[src/rtl/btn_pkg.sv]
// Shared definitions for the push-button strobe generator: repeat FSM
// states, default timing constants and the counter width helper.
package btn_pkg;

   typedef enum logic [1:0] {
      IDLE,
      DELAY,
      REPEAT
   } rpt_state_t;

   localparam int DEF_DEBOUNCE_CYCLES = 500000;
   localparam int DEF_REPEAT_DELAY    = 25000000;
   localparam int DEF_REPEAT_RATE     = 5000000;
   localparam int DEF_CLEAR_CYCLES    = 100000000;

   // Bits needed to hold 0..n-1; never less than one bit.
   function automatic int cnt_w(input int n);
      return (n > 2) ? $clog2(n) : 1;
   endfunction

endpackage

[src/rtl/button_strobe_gen_if.sv]
// Button-side and counter-side signals of the strobe generator.
// The slave view is the generator itself, the master view its environment.
interface button_strobe_gen_if;

   logic btn_up_raw;
   logic btn_dn_raw;
   logic up_n;
   logic dn_n;
   logic clr_n;
   logic up_held;
   logic dn_held;

   modport master (
      output btn_up_raw,
      output btn_dn_raw,
      input  up_n,
      input  dn_n,
      input  clr_n,
      input  up_held,
      input  dn_held
   );

   modport slave (
      input  btn_up_raw,
      input  btn_dn_raw,
      output up_n,
      output dn_n,
      output clr_n,
      output up_held,
      output dn_held
   );

endinterface

[src/rtl/btn_debounce_repeat.sv]
// One button: two-flop synchroniser, debounce filter and auto-repeat FSM.
// held is the debounced pressed level; evt marks a press or repeat event
// for one cycle and rpt tells the two apart (1 = repeat).
module btn_debounce_repeat
   import btn_pkg::*;
#(
   parameter int DEBOUNCE_CYCLES = DEF_DEBOUNCE_CYCLES,
   parameter int REPEAT_DELAY    = DEF_REPEAT_DELAY,
   parameter int REPEAT_RATE     = DEF_REPEAT_RATE
) (
   input  logic clk,
   input  logic rst,
   input  logic btn_raw,
   output logic held,
   output logic evt,
   output logic rpt
);

   localparam int DB_W  = cnt_w(DEBOUNCE_CYCLES);
   localparam int TMR_W = (cnt_w(REPEAT_DELAY) > cnt_w(REPEAT_RATE)) ?
                          cnt_w(REPEAT_DELAY) : cnt_w(REPEAT_RATE);

   localparam logic [DB_W-1:0]  DB_LAST   = DB_W'(DEBOUNCE_CYCLES - 1);
   localparam logic [TMR_W-1:0] DLY_LOAD  = TMR_W'(REPEAT_DELAY - 1);
   localparam logic [TMR_W-1:0] RATE_LOAD = TMR_W'(REPEAT_RATE - 1);

   logic             sync_p0;
   logic             sync_p1;
   logic             pressed;
   logic             stable_q;
   logic [DB_W-1:0]  db_cnt_q;
   rpt_state_t       state_q;
   rpt_state_t       state_d;
   logic [TMR_W-1:0] timer_q;
   logic [TMR_W-1:0] timer_d;

   // Stage p0/p1: bring the raw level into the clk domain; idles released.
   always_ff @(posedge clk or posedge rst) begin
      if (rst) begin
         sync_p0 <= 1'b1;
         sync_p1 <= 1'b1;
      end else begin
         sync_p0 <= btn_raw;
         sync_p1 <= sync_p0;
      end
   end

   assign pressed = ~sync_p1;

   // Accept a new level only after DEBOUNCE_CYCLES consecutive disagreeing samples.
   always_ff @(posedge clk or posedge rst) begin
      if (rst) begin
         stable_q <= 1'b0;
         db_cnt_q <= '0;
      end else if (pressed == stable_q) begin
         db_cnt_q <= '0;
      end else if (db_cnt_q == DB_LAST) begin
         stable_q <= ~stable_q;
         db_cnt_q <= '0;
      end else begin
         db_cnt_q <= db_cnt_q + DB_W'(1);
      end
   end

   assign held = stable_q;

   // Repeat FSM state and timer registers.
   always_ff @(posedge clk or posedge rst) begin
      if (rst) begin
         state_q <= IDLE;
         timer_q <= '0;
      end else begin
         state_q <= state_d;
         timer_q <= timer_d;
      end
   end

   // Press event on debounced rise, then delayed and periodic repeats while held.
   always_comb begin
      state_d = state_q;
      timer_d = timer_q;
      evt     = 1'b0;
      rpt     = 1'b0;
      case (state_q)
         IDLE: begin
            // In IDLE a set stable level can only mean it has just risen.
            if (stable_q) begin
               evt     = 1'b1;
               timer_d = DLY_LOAD;
               state_d = DELAY;
            end
         end
         DELAY, REPEAT: begin
            if (!stable_q) begin
               timer_d = '0;
               state_d = IDLE;
            end else if (timer_q == '0) begin
               evt     = 1'b1;
               rpt     = 1'b1;
               timer_d = RATE_LOAD;
               state_d = REPEAT;
            end else begin
               timer_d = timer_q - TMR_W'(1);
            end
         end
         default: begin
            timer_d = '0;
            state_d = IDLE;
         end
      endcase
   end

endmodule

[src/rtl/button_strobe_gen.sv]
// Turns the raw up/down push-buttons into active-low count strobes and a
// both-held clear for the decade counter chain.
module button_strobe_gen
   import btn_pkg::*;
#(
   parameter int DEBOUNCE_CYCLES = DEF_DEBOUNCE_CYCLES,
   parameter int REPEAT_DELAY    = DEF_REPEAT_DELAY,
   parameter int REPEAT_RATE     = DEF_REPEAT_RATE,
   parameter int CLEAR_CYCLES    = DEF_CLEAR_CYCLES
) (
   input logic               clk,
   input logic               rst,
   button_strobe_gen_if.slave bus
);

   localparam int               CLR_W    = cnt_w(CLEAR_CYCLES);
   localparam logic [CLR_W-1:0] CLR_LAST = CLR_W'(CLEAR_CYCLES - 1);

   logic             up_held;
   logic             dn_held;
   logic             up_evt;
   logic             dn_evt;
   logic             up_rpt;
   logic             dn_rpt;
   logic             both_held;
   logic             up_ok;
   logic             dn_ok;
   logic             up_go;
   logic             dn_go;
   logic             clr_fire;
   logic [CLR_W-1:0] clr_cnt_q;
   logic             clr_done_q;
   logic             up_n_q;
   logic             dn_n_q;
   logic             clr_n_q;

   btn_debounce_repeat #(
      .DEBOUNCE_CYCLES (DEBOUNCE_CYCLES),
      .REPEAT_DELAY    (REPEAT_DELAY),
      .REPEAT_RATE     (REPEAT_RATE)
   ) u_up (
      .clk     (clk),
      .rst     (rst),
      .btn_raw (bus.btn_up_raw),
      .held    (up_held),
      .evt     (up_evt),
      .rpt     (up_rpt)
   );

   btn_debounce_repeat #(
      .DEBOUNCE_CYCLES (DEBOUNCE_CYCLES),
      .REPEAT_DELAY    (REPEAT_DELAY),
      .REPEAT_RATE     (REPEAT_RATE)
   ) u_dn (
      .clk     (clk),
      .rst     (rst),
      .btn_raw (bus.btn_dn_raw),
      .held    (dn_held),
      .evt     (dn_evt),
      .rpt     (dn_rpt)
   );

   // Repeats are muted while both are held; coincident events cancel out.
   assign both_held = up_held & dn_held;
   assign up_ok     = up_evt & ~(both_held & up_rpt);
   assign dn_ok     = dn_evt & ~(both_held & dn_rpt);
   assign up_go     = up_ok & ~dn_ok;
   assign dn_go     = dn_ok & ~up_ok;

   // Clear fires once when the both-held count reaches its last value.
   assign clr_fire  = both_held & (clr_cnt_q == CLR_LAST) & ~clr_done_q;

   // Count both-held cycles, parking at the last value until a release.
   always_ff @(posedge clk or posedge rst) begin
      if (rst) begin
         clr_cnt_q  <= '0;
         clr_done_q <= 1'b0;
      end else if (!both_held) begin
         clr_cnt_q  <= '0;
         clr_done_q <= 1'b0;
      end else if (clr_cnt_q == CLR_LAST) begin
         clr_done_q <= 1'b1;
      end else begin
         clr_cnt_q  <= clr_cnt_q + CLR_W'(1);
      end
   end

   // Output stage: registered active-low strobes, idle high.
   always_ff @(posedge clk or posedge rst) begin
      if (rst) begin
         up_n_q  <= 1'b1;
         dn_n_q  <= 1'b1;
         clr_n_q <= 1'b1;
      end else begin
         up_n_q  <= ~up_go;
         dn_n_q  <= ~dn_go;
         clr_n_q <= ~clr_fire;
      end
   end

   assign bus.up_n    = up_n_q;
   assign bus.dn_n    = dn_n_q;
   assign bus.clr_n   = clr_n_q;
   assign bus.up_held = up_held;
   assign bus.dn_held = dn_held;

endmodule

[src/flat_wrapper.sv]
// flat-port wrapper written by rule: the top's interface ports become plain ports
module button_strobe_gen_flat import btn_pkg::*;
#(
   parameter int DEBOUNCE_CYCLES = DEF_DEBOUNCE_CYCLES,
   parameter int REPEAT_DELAY    = DEF_REPEAT_DELAY,
   parameter int REPEAT_RATE     = DEF_REPEAT_RATE,
   parameter int CLEAR_CYCLES    = DEF_CLEAR_CYCLES
)
  (clk, rst, bus_btn_up_raw, bus_btn_dn_raw, bus_up_n, bus_dn_n, bus_clr_n, bus_up_held, bus_dn_held);
  button_strobe_gen_if bus_i ();
  input logic clk;
  input logic rst;
  input wire logic [$bits(bus_i.btn_up_raw)-1:0] bus_btn_up_raw;
  input wire logic [$bits(bus_i.btn_dn_raw)-1:0] bus_btn_dn_raw;
  output wire logic [$bits(bus_i.up_n)-1:0] bus_up_n;
  output wire logic [$bits(bus_i.dn_n)-1:0] bus_dn_n;
  output wire logic [$bits(bus_i.clr_n)-1:0] bus_clr_n;
  output wire logic [$bits(bus_i.up_held)-1:0] bus_up_held;
  output wire logic [$bits(bus_i.dn_held)-1:0] bus_dn_held;
  assign bus_i.btn_up_raw = bus_btn_up_raw;
  assign bus_i.btn_dn_raw = bus_btn_dn_raw;
  assign bus_up_n = bus_i.up_n;
  assign bus_dn_n = bus_i.dn_n;
  assign bus_clr_n = bus_i.clr_n;
  assign bus_up_held = bus_i.up_held;
  assign bus_dn_held = bus_i.dn_held;
  button_strobe_gen #(.DEBOUNCE_CYCLES(DEBOUNCE_CYCLES), .REPEAT_DELAY(REPEAT_DELAY), .REPEAT_RATE(REPEAT_RATE), .CLEAR_CYCLES(CLEAR_CYCLES)) u_core (.clk(clk), .rst(rst), .bus(bus_i));
endmodule
[config.mk]
export PLATFORM = sky130hd
export DESIGN_NAME = button_strobe_gen_flat
export DESIGN_NICKNAME = d
export VERILOG_FILES = /design/src/rtl/btn_pkg.sv /design/src/rtl/button_strobe_gen_if.sv /design/src/rtl/btn_debounce_repeat.sv /design/src/rtl/button_strobe_gen.sv /design/src/flat_wrapper.sv
export SDC_FILE = /design/constraint.sdc
export NUM_CORES = 1
export LEC_CHECK = 0
export BUFFER_PORTS_ARGS = -buffer_cell sky130_fd_sc_hd__buf_2
export CORE_ASPECT_RATIO = 0.75
export CORE_MARGIN = 2
export CORE_UTILIZATION = 50
export CTS_CLUSTER_SIZE = 25
export DETAILED_ROUTE_END_ITERATION = 8
export PLACE_DENSITY = 0.64
export SLEW_MARGIN = 5
export SYNTH_ARGS = -nofsm -noshare
export SYNTH_HDL_FRONTEND = slang
export SYNTH_SLANG_ARGS = --single-unit
[constraint.sdc]
create_clock -name clk -period 6.75 [get_ports clk]
set_clock_uncertainty 0.15 [all_clocks]
set_input_delay 1.35 -clock clk [delete_from_list [all_inputs] [get_ports clk]]
set_output_delay 1.35 -clock clk [all_outputs]
set_load 0.02 [all_outputs]
======== Word-level counts from Yosys, hierarchy flattened ========
Cells that the tools add are included.
storage, ports and cells
  input bits .............................. 4
  latch bits .............................. 0
  bits in writable memories ............... 0
  memory bits (read-only) ................. 0
  output and inout bits ................... 5
  memories ................................ 0
  register bits after elaboration ......... 129
  logic and storage cells ................. 104
cells by class
  $lt $le $gt $ge ......................... 0
  shift operators ......................... 0
  multipliers ............................. 0
  div/mod/pow operators ................... 0
  $add $sub $neg .......................... 5
  muxes and demuxes ....................... 34
  reduce and logical (&&, ||, !) cells .... 10
  equality and inequality tests ........... 15
  bitwise logic cells ..................... 23
operator list
  cell                   number
  $mux 25                6
  $pmux 25 s2            2
  $mux 19                4
  $mux 27                2
  $logic_not 25->1       2
  $sub 25x1->25 const B  2
  $add 19x1->19 const B  2
  $eq 19x19->1 const B   2
  $add 27x1->27 const B  1
  $eq 27x27->1 const B   1
  $not 1->1              14
  $mux 2                 6
  $mux 1                 10
  $and 1x1->1            9
  $ne 2x2->1 const B     4
  $pmux 2 s2             2
  $reduce_and 2->1       4
  $ne 3x3->1 const B     2
  $eq 2x1->1 const B     2
  $eq 2x2->1 const B     2
  $logic_not 2->1        2
  $pmux 1 s2             2
  $reduce_or 2->1        2
  $eq 1x1->1             2

======== Longest topological paths before layout ========
  word-level depth ........................ 10
  gate-level depth with buffers ........... 9
  depth with buffers taken out ............ 7

======== By module ========
A second synthesis with hierarchy kept.
unflattened totals
  cells, all modules ...................... 762
  area, all modules ....................... 7075.5 µm²
modules (own cells, without submodules)
  module               cells an instance  instances  area each (µm²)
  btn_debounce_repeat  283                2          2650.0
  button_strobe_gen    196                1          1775.5

======== Worst setup path after synthesis ========
OpenSTA, ideal clock, no wires.
  kind .................................... reg2reg
  from .................................... register u_core.u_up.timer_q[0]
  to ...................................... register u_core.dn_n_q, in the netlist u_core.bus.dn_n
  cell stages (with the launch flop) ...... 10
  slack ................................... 3.995 ns
  arrival ................................. 2.523 ns
  clock period less this slack ............ 2.755 ns
  path through ............................ dfrtp_1 -> inv_1 -> ha_1 -> or4b_1 -> buf_2 -> or4_4 -> buf_6 -> nor3_2 -> mux2_1 -> or2_1
on the way
  cells in the longest elaborated chain, start to end .. 10
ends and longest elaborated chain
  what                    RTL line                   text
  start, declared         btn_debounce_repeat.sv:34  logic [TMR_W-1:0] timer_q;
  start signal, assigned  btn_debounce_repeat.sv:74  timer_q <= timer_d;
  $logic_not 25->1 (*)    btn_debounce_repeat.sv:97  end else if (timer_q == '0) begin
  $mux 1 (*)              btn_debounce_repeat.sv:97
  $mux 1 (*)              btn_debounce_repeat.sv:94  if (!stable_q) begin
  $mux 1                  btn_debounce_repeat.sv:84  case (state_q)
  $and 1x1->1             button_strobe_gen.sv:65    assign up_ok = up_evt & ~(both_held & up_rpt);
  $not 1->1               button_strobe_gen.sv:65
  $and 1x1->1 (*)         button_strobe_gen.sv:65
  $not 1->1 (*)           button_strobe_gen.sv:68    assign dn_go = dn_ok & ~up_ok;
  $and 1x1->1 (*)         button_strobe_gen.sv:68
  $not 1->1 (*)           button_strobe_gen.sv:96    dn_n_q <= ~dn_go;
  end signal, assigned    button_strobe_gen.sv:96
  end, declared           button_strobe_gen.sv:34    logic dn_n_q;
Mark *: on every way between the ends. The rest lies on a longest branch, timed or not.
A chain may end at the register's enable or synchronous reset.

======== Worst setup path in the final report ========
  from .................................... register u_core.u_up.timer_q[0]
  to ...................................... register u_core.u_up.timer_q[21]
on the way
  cells in the longest elaborated chain, start to end .. 4
ends and longest elaborated chain
  what                                               RTL line
  $sub 25x1->25 or $logic_not 25->1 (tied branches)  btn_debounce_repeat.sv:103, btn_debounce_repeat.sv:97
  $mux 25 (*)                                        btn_debounce_repeat.sv:97
  $mux 25 (*)                                        btn_debounce_repeat.sv:94
  $pmux 25 s2 (*)                                    btn_debounce_repeat.sv:84
Marked as above.

==> results.py <==
metrics = {
    "synthesis": {
        "synth.area.top_cells": "dfrtp_1, nor2_1, nand2_1",
        "synthFlopType": "dfrtp_1",
        "synth.avg_cell_area_um2": 9.01,
        "synth_cells": 760,
        "yosys-top-cells-count": "dfrtp_1, nor2_1, nand2_1, nand3_1, o21ai_0",
        "synth.cell_area_um2": 6850,
        "synth_seq_cells": 129,
        "synth.distinct_cells": 68,
        "netlist.area_leader.share_pct": 44.6,
        "synth_edf_count": 0,
        "async_flop_share_pct": 100,
        "syn-num-nets": 773,
        "yosys.area.top_type": "dfrtp_1",
        "yosysSeqAreaShare_pct": 47.3,
        "ys_warn_count": 0,
        "synth_most_common_cell": "dfrtp_1",
    },
    "sta": {
        "finalCriticalPeriod_ns": 2.98,
        "max_slew_margin_pct": 26.7,
        "fmax_mhz": 336,
        "tns_ns": 0,
        "max_slew.worst_pin.slew_ns": 1.10,
        "grt_setup_unrepaired": "no",
        "setup_violations": 0,
        "timing.final.max_slew_violations": 0,
        "period_share_pct": 44.1,
        "hold_slack_ns": 0.206,
        "hold_viol": 0,
    },
    "pwr": {
        "leakagePower_nw": 3.29,
        "pwr-share-seq_pct": 45.9,
        "p_switching_mw": 0.360,
        "p_comb_share_pct": 1.5,
        "power.internal_mw": 1.34,
        "switching_share_pct": 21.1,
        "p_clk_share_pct": 52.6,
        "powerDensity_nw_per_um2": 226,
        "ir_worst_vdd_uv": 196,
    },
    "placement": {
        "portBuffers": 8,
        "dp.cells": 907,
        "hpwl_um": 9700,
        "place_area_um2": 6970,
        "place_congestion": 0.848,
    },
    "clock_network": {
        "postCtsHoldBufs": 0,
        "cts_setup_buffers": 0,
        "cts_max_level": 4,
        "cts.sinks": 129,
        "root_buffer": "clkbuf_16",
        "clk_pin_slew_worst_paths_ns": 0.06,
        "clk_latency_ns": 0.41,
        "cts_inserted_buffers": 17,
        "clockBufferDepth": 2,
        "cts-resized-gates": 0,
        "cts_tree": "yes",
    },
    "detailed_routing": {
        "wl_met2_um": 6610,
        "drt-met1-wl_um": 7300,
        "vias": 5568,
        "dr.pass1.iters": 5,
        "viasPerCell": 5.93,
        "wl_per_cell_um": 15.6,
        "drt_wl_total_um": 14600,
        "drcViolationCount": 0,
        "ant_nets": 0,
        "wl_met3_um": 565,
        "highest_layer": "met4",
        "dr.first_iter.drc_count": 431,
    },
    "layout": {
        "area_growth_pct": 10.3,
        "antenna_cells": 0,
        "regArea_um2": 3240,
        "fin_area_um2": 7550,
        "layout.cells.non_filler": 939,
        "multi_input_area_um2": 3380,
        "fillers": 1145,
        "drive_gt1_share_pct": 8.20,
        "final_core_util_pct": 57.2,
        "fin_nets": 768,
    },
    "grt": {
        "grt_antenna_before_repair": 0,
        "grt_pass1_vias": 5260,
        "gr-total-overflow": 0,
        "grt_pass1_wl_um": 25100,
        "grt.total_usage_pct": 20.8,
        "grt_max_degree": 76,
    },
    "job": {
        "drv_cap": 0,
    },
    "floorplanning": {
        "dieArea_um2": 14700,
        "fp.coreArea_um2": 13200,
        "rows": 36,
        "die_w_um": 139,
        "start_util_pct": 51.9,
        "die_y_um": 105,
        "ios": 9,
    },
    "worst_hold_path": {
        "hold_class": "reg -> reg",
    },
    "critical_path": {
        "cp.arrival_ns": 3.13,
        "start_kind": "flip-flop",
        "crit_fanout": 12,
        "cp-end-kind": "flip-flop",
        "worstSetupPathType": "reg -> reg",
        "cp.required_ns": 6.90,
    },
    "status": {
        "status": "complete, no violations",
    },
}
[final timing paths]
kind / from / endpoint / slack, ns / cells past startpoint
min in group asynchronous: rst / u_core.u_dn.db_cnt_q[9]$_DFF_PP0_ / 0.97 / 2
max in group asynchronous: rst / u_core.clr_cnt_q[11]$_DFFE_PP0P_ / 4.25 / 3
setup reg to reg: u_core.u_up.timer_q[0]$_DFFE_PP0P_ / u_core.u_up.timer_q[21]$_DFFE_PP0P_ / 3.77 / 7
hold reg to reg: u_core.u_dn.sync_p0$_DFF_PP1_ / u_core.u_dn.sync_p1$_DFF_PP1_ / 0.21 / 0
hold / removal: u_core.u_dn.sync_p0$_DFF_PP1_ / u_core.u_dn.sync_p1$_DFF_PP1_ / 0.21 / 0
setup / recovery: u_core.u_up.timer_q[0]$_DFFE_PP0P_ / u_core.u_up.timer_q[21]$_DFFE_PP0P_ / 3.77 / 7
[layer usage]
layer	GRT usage, %	up-vias
met5	0	-
met2	32.1	114
met3	4.04	17
li1	-	2704
met4	6.71	0
met1	29.7	2733
[cells in the final DEF (no fill, tap or decap), drive strengths merged, types with 6 or more instances in the layout]
| cell | instances |
|---|---|
| a21oi | 31 |
| xnor2 | 27 |
| nand4 | 16 |
| o211ai | 11 |
| and2 | 7 |
| or3 | 16 |
| inv | 26 |
| o21ai | 44 |
| ha | 9 |
| nand2 | 75 |
| and3 | 10 |
| xor2 | 30 |
| nor3 | 27 |
| mux2i | 6 |
| dfstp | 7 |
| dfrtp | 122 |
| buf | 9 |
| nor4 | 27 |
| or4 | 7 |
| clkbuf | 22 |
| nor2 | 106 |
| a31oi | 13 |
| nand3 | 44 |
[worst max-delay path: stages (launching register included)]
cell and delay [ns]:
dfrtp_1 0.39, inv_1 0.10, ha_1 0.23, or4b_1 0.60, nor4_2 0.45, a21oi_1 0.39
a21o_2 0.29, a211o_1 0.28
[power groups by stage]
stage | registers (mW) | logic, mW | clock network (mW)
4_1_cts | 0.783 | 0.0273 | 0.912
3_5_place_dp | 0.796 | 0.0272 | 0
6_report | 0.783 | 0.0256 | 0.895
2_1_floorplan | 0.795 | 0.0198 | 0
3_3_place_gp | 0.796 | 0.0265 | 0
5_1_grt | 0.783 | 0.0309 | 0.945
[logic make-up after synthesis]
logic type,share of synthesized area (%)
muxes,1.04
AOI/OAI and AO/OA,13.1
adders and majority gates,1.64
xor gates and xnor gates,7.29
buffers and inverters,3.43
DFF,47.3
and+or+nand+nor,26.2
[metrics by stage]
stage,setup WS (ns),power (mW)
5_1_grt,3.62,1.76
3_5_place_dp,3.70,0.823
2_1_floorplan,1.82,0.815
4_1_cts,3.84,1.72
6_report,3.77,1.70
3_3_place_gp,3.72,0.822
[flip-flops by register name, summed over array words and instances, names as in the netlist, 2 cells and up]
signal                flops
u_core.clr_cnt_q         27
u_core.u_dn.timer_q      25
u_core.u_up.timer_q      25
u_core.u_dn.db_cnt_q     19
u_core.u_up.db_cnt_q     19
u_core.u_dn.state_q       2
u_core.u_up.state_q       2
[area by class of cell]
cell class	count	share of cell area (%)
inverters	26	1.33
multi-input cells	572	44.7
repair buffers	9	0.630
flip-flops and latches	129	42.9
clock buffers	22	6.15
well taps	171	2.83
clock inverters	10	1.47
No activity file was read; power rests on OpenSTA's default activity.
